<file path="src/rtl/rr_sel_pkg.sv">
// Shared constants, state type and helpers for the round-robin mux-select sequencer.
package rr_sel_pkg;

  // Number of competing channels (mux inputs j/k/l/m -> 0/1/2/3)
  localparam int N_CH  = 4;
  // Width of the mux select
  localparam int SEL_W = 2;

  typedef enum logic [0:0] {
    ST_IDLE  = 1'b0,
    ST_GRANT = 1'b1
  } state_t;

  // One-hot decode of a channel index into a grant vector
  function automatic logic [N_CH-1:0] onehot(input logic [SEL_W-1:0] s);
    logic [N_CH-1:0] v;
    v    = '0;
    v[s] = 1'b1;
    return v;
  endfunction

endpackage

</file>
<file path="src/rtl/rr_pick.sv">
// Combinational round-robin picker: first set request at or after ptr, ascending mod 4.
module rr_pick
  import rr_sel_pkg::*;
(
  input  logic [N_CH-1:0]  req,
  input  logic [SEL_W-1:0] ptr,
  output logic             valid,
  output logic [SEL_W-1:0] win
);

  logic [SEL_W-1:0] idx;

  // Scan from ptr upward with natural 2-bit wrap; the first hit wins
  always_comb begin
    valid = 1'b0;
    win   = '0;
    idx   = '0;
    for (int i = 0; i < N_CH; i++) begin
      idx = ptr + SEL_W'(i);
      if (!valid && req[idx]) begin
        valid = 1'b1;
        win   = idx;
      end
    end
  end

endmodule

</file>
<file path="src/rtl/rr_sel_sequencer.sv">
// Round-robin sequencer producing the registered select for a downstream 4:1 mux.
// Each grant is held for at most HOLD_CYCLES cycles, or until its request drops,
// after which the released channel becomes lowest priority.
module rr_sel_sequencer
  import rr_sel_pkg::*;
#(
  parameter int HOLD_CYCLES = 4,
  parameter int CNT_W       = $clog2(HOLD_CYCLES + 1)
) (
  input  logic             clk,
  input  logic             rst,
  input  logic [N_CH-1:0]  req,
  output logic [SEL_W-1:0] sel,
  output logic [N_CH-1:0]  grant,
  output logic             busy,
  output logic             done
);

  localparam logic [CNT_W-1:0] HOLD_LAST = CNT_W'(HOLD_CYCLES - 1);

  state_t           state;
  logic [SEL_W-1:0] ptr;
  logic [CNT_W-1:0] cnt;

  logic             rel;
  logic [SEL_W-1:0] pick_ptr;
  logic             pick_valid;
  logic [SEL_W-1:0] pick_win;

  // Release on hold expiry or when the granted channel drops its request;
  // a coincident expiry and drop is still a single release.
  always_comb begin
    rel = (state == ST_GRANT) && ((cnt == HOLD_LAST) || !req[sel]);
  end

  // On a release the search must already start past the released channel,
  // so the pointer update is forwarded into the same-edge arbitration.
  always_comb begin
    pick_ptr = rel ? (sel + 1'b1) : ptr;
  end

  rr_pick u_pick (
    .req   (req),
    .ptr   (pick_ptr),
    .valid (pick_valid),
    .win   (pick_win)
  );

  // Grant FSM, hold counter and rotation pointer
  always_ff @(posedge clk) begin
    if (rst) begin
      state <= ST_IDLE;
      sel   <= '0;
      grant <= '0;
      busy  <= 1'b0;
      done  <= 1'b0;
      ptr   <= '0;
      cnt   <= '0;
    end else begin
      done <= rel;
      case (state)
        ST_IDLE: begin
          if (pick_valid) begin
            grant <= onehot(pick_win);
            sel   <= pick_win;
            busy  <= 1'b1;
            cnt   <= '0;
            state <= ST_GRANT;
          end else begin
            grant <= '0;
            busy  <= 1'b0;
          end
        end
        ST_GRANT: begin
          if (rel) begin
            ptr <= sel + 1'b1;
            if (pick_valid) begin
              grant <= onehot(pick_win);
              sel   <= pick_win;
              cnt   <= '0;
            end else begin
              // sel deliberately keeps the released channel
              grant <= '0;
              busy  <= 1'b0;
              cnt   <= '0;
              state <= ST_IDLE;
            end
          end else begin
            cnt <= cnt + 1'b1;
          end
        end
        default: begin
          state <= ST_IDLE;
          grant <= '0;
          busy  <= 1'b0;
        end
      endcase
    end
  end

endmodule

</file>
<file path="config.mk">
export PLATFORM = sky130hd
export DESIGN_NAME = rr_sel_sequencer
export DESIGN_NICKNAME = d
export VERILOG_FILES = /design/src/rtl/rr_sel_pkg.sv /design/src/rtl/rr_pick.sv /design/src/rtl/rr_sel_sequencer.sv
export SDC_FILE = /design/constraint.sdc
export NUM_CORES = 1
export LEC_CHECK = 0
export ABC_AREA = 1
export ABC_CLOCK_PERIOD_IN_PS = 3650
export CAP_MARGIN = 10
export CORE_MARGIN = 5
export CORE_UTILIZATION = 25
export DETAILED_ROUTE_END_ITERATION = 10
export GPL_ROUTABILITY_DRIVEN = 0
export RECOVER_POWER = 25
export SYNTH_ARGS = -nofsm -noshare
export SYNTH_HDL_FRONTEND = slang
export SYNTH_SLANG_ARGS = --single-unit
</file>
<file path="constraint.sdc">
create_clock -name clk -period 3.65 [get_ports clk]
set_input_delay 0.73 -clock clk [delete_from_list [all_inputs] [get_ports clk]]
set_output_delay 0.73 -clock clk [all_outputs]
set_load 0.1 [all_outputs]
</file>
==> summary.txt, run 1 <==
Pwr
  • Cell Pwr Density: ~980 mW/mm^2
  • Maximum vdd drop: 0.0004514 V
  • Leakage power: 0.6033 nW

STA
  • Fmax: between 300 and 400 MHz
  • RSZ-0062 raised after global routing: no
  • Headroom to the max-slew limit: around a quarter
  • Hold Vio Cnt, Final: 0
  • Period utilisation layout: between 80 and 90%
  • Setup_tns: 0 ps
  • Final Max Tran Viols: 0
  • Final Skew: just over 0.9 ps
  • Slew @ Worst Pin: between 1000 and 1500 ps
  • Final Critical Period: between 3000 and 4000 ps
  • Setup-failing EPs final: 0
  • Setup ws final: ~630 ps

CTS
  • CTS max path bufs: 2
  • Hold-fix buffers, CTS: 0
  • Worst-path clk slew: approximately 60 ps
  • Num CTS Buffers: 3
  • Cts repair resizes: 0
  • Htree depth: 1
  • Clk_lat worst skew: ~250 ps
  • Root Buffer: clkbuf_8
  • # clock sinks: 14
  • TritonCTS clock tree: yes
  • Setup bufs post-CTS: 0

Final layout
  • Antenna Cells: 0
  • Final nets: between 150 and 200
  • Layout cells sized above 1: about 26%
  • Post-layout util: 30.87%
  • P&R area growth vs syn: 18.11%

Logic synthesis
  • Area leader, netlist: dfxtp_1
  • Avg Cell Area, Syn: roughly 7.0 sq um
  • Seq cells post-synth: 14
  • Top cell type's share of synthesized area: between 20% and 30%
  • Post-Synth Simple-Gate Area: 55.53%
  • Top FF cell, synth: dfxtp_1
  • Mux contribution to synthesized area: 0%
  • Sequential-to-total area share from yosys stat: roughly 24%
  • Xor/xnor share of the synthesized area: less than 1%
  • Post-synthesis compound-gate area fraction: 8.677%
  • Top cells by area, synth: dfxtp_1, nand2_1, nand2_4
  • Largest family of logic cells by synthesized area: simple AND/OR/NAND/NOR gates
  • Synth Cell Area: 0.001154 sq mm
  • Cells after synthesis: roughly 170
  • FFs w/ async S/R, synth: 0%
  • Ys Warns: 0
  • Post-Syn Nets: about 170
  • Netlist cell types: 27
  • Post-synth EDFFs: 0
  • Post-synthesis adder-cell area fraction: about 2.2%

Global route
  • Vias in the first global route: between 900 and 1000
  • Initial antenna violation count: 0
  • Largest net degree at the start of global routing: 14
  • GRT Overall Usage: 8.515%
  • First-pass GRT wire length: between 4000 and 5000 microns
  • GRT overflow: 0

Status
  • Status: finished clean

Routing
  • Post-route DRC violation count: 0
  • DRT Wirelength: around 2500 microns
  • Initial DRC Count: a little over 70
  • Vias: roughly 1000
  • ANT nets after route: 0
  • Drt pass-1 iters: 4
  • Via density: approximately 4.4
  • Post-DR wirelength/cell: about 11 microns

Flow run
  • Maxcap violations: 0

Die
  • I/O pins: 14
  • Die Span X: slightly below 80 microns
  • CORE AREA: roughly 0.0044 sq mm
  • Die Span Y: between 70 and 80 microns
  • # rows: 24
  • Initial Utilization: 26.13%
  • Die area: just over 0.006 sq mm

Worst setup path
  • Startpoint types: input port
  • WS Path Type: in2reg
  • Critical Path AT: roughly 3100 ps
  • Max FO, Critical Path: 8
  • Critical Path End Type: flip-flop
  • Worst path required time: between 3000 and 4000 ps

Placement
  • Count of input and output buffers: 13
  • Dpl ws: between 500 and 600 ps
  • Hpwl dp: between 1500 and 2000 microns

Min path
  • Hold Crit Class: reg2reg
## registers in the layout (all words and copies together), names as in the netlist
signal and cells:
grant 4, cnt 3, ptr 2, sel 2
busy 1, done 1, state 1
## path summary, 6_finish.rpt
check / start / endpoint / slack (ps) / depth (start not counted)
max: req[1] / grant[2]$_SDFFE_PP0P_ / 630 / 18
min reg2reg: busy$_SDFFE_PP0P_ / busy$_SDFFE_PP0P_ / 460 / 1
max reg2reg: sel[0]$_SDFFE_PP0P_ / grant[2]$_SDFFE_PP0P_ / 1240 / 17
min: busy$_SDFFE_PP0P_ / busy$_SDFFE_PP0P_ / 460 / 1
## per-layer routing
layer,routed length (microns),GRT usage (%)
met1,1273,11.03
met2,1083,13.69
met3,93,1.736
met4,42,3.547
met5,0,0
## power by group
part           internal (mW)  switching, mW  leakage, nW  total, mW
logic                  0.269          0.681        0.459      0.950
clock network         0.0958         0.0593       0.0288      0.155
registers              0.194         0.0352        0.115      0.230
## layout by cell type (no fill, tap or decap), types with 3 or more instances in the layout
master | Yosys | routed
nand2_2 | 11 | 11
inv_1 | 13 | 13
inv_2 | 4 | 4
dfxtp_1 | 14 | 14
a21oi_1 | 7 | 7
nand4_1 | 3 | 3
clkbuf_8 | 0 | 4
nand2_1 | 50 | 51
nand2_4 | 12 | 11
nor2_1 | 9 | 9
clkdlybuf4s50_1 | 0 | 10
nand3_1 | 15 | 15
nand3_2 | 5 | 5
a21oi_2 | 3 | 3
## layout make-up
| class | instances | area, sq um |
|---|---|---|
| fill | 463 | 3052 |
| multi-input combinational | 131 | 767.0 |
| sequential | 14 | 280.3 |
| timing repair buffer | 14 | 131.4 |
| tap | 52 | 65.06 |
| inverter | 17 | 63.81 |
| clock buffer | 4 | 55.05 |
## synth_stat cells (all sizes together), types with 2 or more instances
library cell	n
nand2	73
nand3	21
inv	17
dfxtp	14
nor2	13
a21oi	10
o21ai	4
nand4	3
buf	2
ha	2
## worst max-delay path, stage by stage
cell and delay, ps:
dlygate4sd3_1 580, inv_1 110, nand2_1 70, nand3_1 90, nand2_2 80, nand2_4 70, nand2_4 100, nand2_2 50
nand2_1 260, nand2_1 110, nand2_2 160, nand2_1 120, o21ai_4 110, inv_1 80, o21ai_1 130, nand2_1 110
nand3_1 90, a21oi_1 60
## through the flow
stage	instances	area (sq um)	power [mW]	hold slack, ps
CTS	232	1374	1.351	462.0
global placement	228	1319	1.189	446.5
global route	232	1363	1.436	487.9
detailed placement	228	1319	1.193	442.9
floorplan	165	1154	1.052	432.1
finish	232	1363	1.335	463.3
## cell families (layout without fill, tap and decap cells)
group                    after synthesis  count (layout)
AND/OR/NAND/NOR                      113             113
buffers and inverters                 20              35
flip-flops                            14              14
XOR/XNOR                               1               1
AO/OA/AOI/OAI                         15              15
adder cells (fa/ha/maj)                2               2
Note: power is estimated with default switching activity, not from simulation.
==> run 2, diff against run 1 <==
--- a/config.mk
+++ b/config.mk
@@ -6,7 +6,7 @@
 export NUM_CORES = 1
 export LEC_CHECK = 0
 export ABC_AREA = 1
-export ABC_CLOCK_PERIOD_IN_PS = 3650
+export ABC_CLOCK_PERIOD_IN_PS = 2900
 export CAP_MARGIN = 10
 export CORE_MARGIN = 5
 export CORE_UTILIZATION = 25
==> constraint.sdc (replaced) <==
create_clock -name clk -period 2.9 [get_ports clk]
set_input_delay 0.58 -clock clk [delete_from_list [all_inputs] [get_ports clk]]
set_output_delay 0.58 -clock clk [all_outputs]
set_load 0.1 [all_outputs]
==> run 2 against run 1 <==
Against the previous run: register-to-register slack got worse by 610 ps; combinational power rose by 29%; via count grew 3.8%; clock skew about the same; wire length increased by 1.2%; critical endpoint is now grant[0]$_SDFFE_PP0P_.
==> summary.txt, run 2 (synthesis gave the netlist of run 1 again) <==
STA
  • Setup_tns: 0 ps (unchanged)
  • Worst hold slack: 458.9 ps (was 463.3 ps)
  • Final Skew: 1.330 ps (was 0.9339 ps)
  • Slew @ Worst Pin: 1174 ps (was 1156 ps)
  • Final Critical Period: about 2600 ps
  • Final Max Tran Viols: 0 (unchanged)
  • Fmax: between 300 and 400 MHz
  • Setup-failing EPs final: 0 (unchanged)
  • Hold Vio Cnt, Final: 0 (unchanged)
  • Headroom to the max-slew limit: 22.08% (was 23.29%)
  • RSZ-0062 raised after global routing: no (unchanged)
  • Period utilisation layout: around 90%

Final layout
  • Most frequent cells in the layout: nand2_1, dfxtp_1, inv_1, nand3_1 (was nand2_1, nand3_1, dfxtp_1)
  • Antenna Cells: 0 (unchanged)
  • Biggest register: grant (unchanged)
  • Register area: 280.3 sq um (unchanged)
  • Most common cell after layout, fill and taps aside: nand2_1 (unchanged)
  • P&R area growth vs syn: 23.43% (was 18.11%)
  • # fillers: 487 (was 463)
  • Leading registers by flop count: grant x4, cnt x3 (unchanged)
  • Layout cells sized above 1: 32.45% (was 25.56%)
  • Multi-input combinational cell area: 800.8 sq um (was 767.0 sq um)
  • Max reg flops: 4 (unchanged)
  • Final nets: 197 (was 189)

Die
  • I/O pins: 14 (unchanged)
  • Die Span X: 77.93 microns (unchanged)
  • Die Span Y: 77.93 microns (unchanged)
  • # rows: 24 (unchanged)
  • CORE AREA: 0.004414 sq mm (unchanged)
  • Die area: 0.006073 sq mm (unchanged)
  • Initial Utilization: 26.13% (unchanged)

Worst setup path
  • Startpoint types: input port (unchanged)
  • Worst path required time: 3010 ps (was 3770 ps)
  • Slowest-stage cell, CP: clkdlybuf4s50_1 (was dlygate4sd3_1)
  • Most frequent cell on the critical path: nand2_4 (was nand2_1)
  • CP peak stage delay: 450 ps (was 580 ps)
  • Critical Path End Type: flip-flop (unchanged)
  • CP cell instances: clkdlybuf4s50_1, inv_1, nand2_1, nand3_1, nand2_2, nand2_4, nand2_4, nand2_4, nand2_4, buf_4, nand2_4, nand2_4, o21ai_4, inv_1, o21ai_1, nand2_1, nand3_1, a21oi_1 (was dlygate4sd3_1, inv_1, nand2_1, nand3_1, nand2_2, nand2_4, nand2_4, nand2_2, nand2_1, nand2_1, nand2_2, nand2_1, o21ai_4, inv_1, o21ai_1, nand2_1, nand3_1, a21oi_1)
  • WS Path Type: in2reg (unchanged)
  • Max FO, Critical Path: 11 (was 8)
  • Buffers & Inverters on Critical Path: 4 (was 3)
  • Critical Path AT: 2720 ps (was 3140 ps)
  • CP delay by family, top: simple AND/OR/NAND/NOR gates (unchanged)

Status
  • Status: finished clean (unchanged)

Pwr
  • Reg power frac: 17.0% (was 17.2%)
  • P_sw: 0.9922 mW (was 0.7752 mW)
  • Combinational power share: 71.9% (was 71.2%)
  • Cell Pwr Density: 1202 mW/mm^2 (was 979.6 mW/mm^2)
  • Leakage power: 0.6433 nW (was 0.6033 nW)
  • Clock Power Share: 11.1% (was 11.6%)
  • Sw frac: 57.97% (was 58.08%)
  • P_int: 0.7195 mW (was 0.5596 mW)
  • Maximum vdd drop: 0.0008144 V (was 0.0004514 V)

CTS
  • TritonCTS clock tree: yes (unchanged)
  • Htree depth: 1 (unchanged)
  • Clk_lat worst skew: 240 ps (was 250 ps)
  • Root Buffer: clkbuf_8 (unchanged)
  • CTS max path bufs: 2 (unchanged)
  • Num CTS Buffers: 3 (unchanged)
  • # clock sinks: 14 (unchanged)
  • Worst-path clk slew: 60 ps (about the same)
  • Hold-fix buffers, CTS: 0 (unchanged)

Routing
  • Vias: 1068 (was 1029)
  • Post-DR wirelength/cell: 10.52 microns (was 10.75 microns)
  • ANT nets after route: 0 (unchanged)
  • M1 wire length: 1257 microns (was 1273 microns)
  • Via density: 4.450 (was 4.435)
  • DRT Wirelength: 2524 microns (was 2493 microns)
  • Metal2 WL: 1159 microns (was 1083 microns)
  • Drt pass-1 iters: 4 (unchanged)
  • Initial DRC Count: 60 (was 71)
  • WL met3: 85 microns (was 93 microns)
  • Top layer in use: met4 (unchanged)
  • Post-route DRC violation count: 0 (unchanged)

Global route
  • Largest net degree at the start of global routing: 14 (unchanged)
  • First-pass GRT wire length: 4657 microns (was 4284 microns)
  • GRT overflow: 0 (unchanged)
  • Vias in the first global route: 1021 (was 976)
  • Initial antenna violation count: 0 (unchanged)
  • GRT Overall Usage: 9.179% (was 8.515%)

Placement
  • Count of input and output buffers: 13 (unchanged)
  • Hpwl dp: 1993 microns (was 1953 microns)

Flow run
  • Maxcap violations: 0 (unchanged)

Min path
  • Hold Crit Class: reg2reg (unchanged)
## run 2: through the flow
step / worst slack, ps / util (%) / instances / cell area [sq um] / power (mW)
after floorplan: 204.6 / - / 165 / 1154 / 1.323
after global placement: 29.25 / 30.50 / 234 / 1346 / 1.496
after detailed placement: 35.65 / 30.50 / 234 / 1346 / 1.499
after CTS: 283.4 / 31.75 / 238 / 1401 / 1.690
after global routing: 42.28 / 32.26 / 240 / 1424 / 1.872
final: 294.2 / 32.26 / 240 / 1424 / 1.712
## run 2: timing repair
action / in CTS / in global routing
buffers inserted: 0 / 2
endpoints found under the setup margin: 0 / 3
resized for setup: 0 / 5
## run 2: path summary, 6_finish.rpt
kind	start	endpoint	slack, ps	cells after the start
max	req[1]	grant[0]$_SDFFE_PP0P_	290	18
min	cnt[0]$_SDFFE_PP0P_	cnt[0]$_SDFFE_PP0P_	460	1
max reg2reg	sel[0]$_SDFFE_PP0P_	grant[0]$_SDFFE_PP0P_	630	17
min reg2reg	cnt[0]$_SDFFE_PP0P_	cnt[0]$_SDFFE_PP0P_	460	1
## run 2: layout make-up
type / count / area share (%)
Sequential cell: 14 / 19.68
Clock buffer: 4 / 3.866
Timing Repair Buffer: 22 / 11.16
Inverter: 17 / 4.482
Multi-Input combinational cell: 131 / 56.24
Tap cell: 52 / 4.569
## run 2: metal layers
metal  track usage [%]  up-vias
met4             2.027        0
met3             1.852        4
met2             15.19       15
met1             12.27      474
met5                 0        -
li1                  -      575
## run 2: power groups by stage
stage | registers, mW | logic (mW) | clock network [mW]
3_3_place_gp | 0.295 | 1.20 | 0
3_5_place_dp | 0.294 | 1.20 | 0
2_1_floorplan | 0.517 | 0.807 | 0
5_1_grt | 0.301 | 1.37 | 0.202
4_1_cts | 0.290 | 1.21 | 0.191
6_report | 0.291 | 1.23 | 0.190
==> run 3, diff against run 2 <==
--- a/config.mk
+++ b/config.mk
@@ -13,6 +13,7 @@
 export DETAILED_ROUTE_END_ITERATION = 10
 export GPL_ROUTABILITY_DRIVEN = 0
 export RECOVER_POWER = 25
+export SETUP_SLACK_MARGIN = 0.02
 export SYNTH_ARGS = -nofsm -noshare
 export SYNTH_HDL_FRONTEND = slang
 export SYNTH_SLANG_ARGS = --single-unit
==> results of run 3 <==
No change in the layout: final DEF, timing and power equal those of run 2.
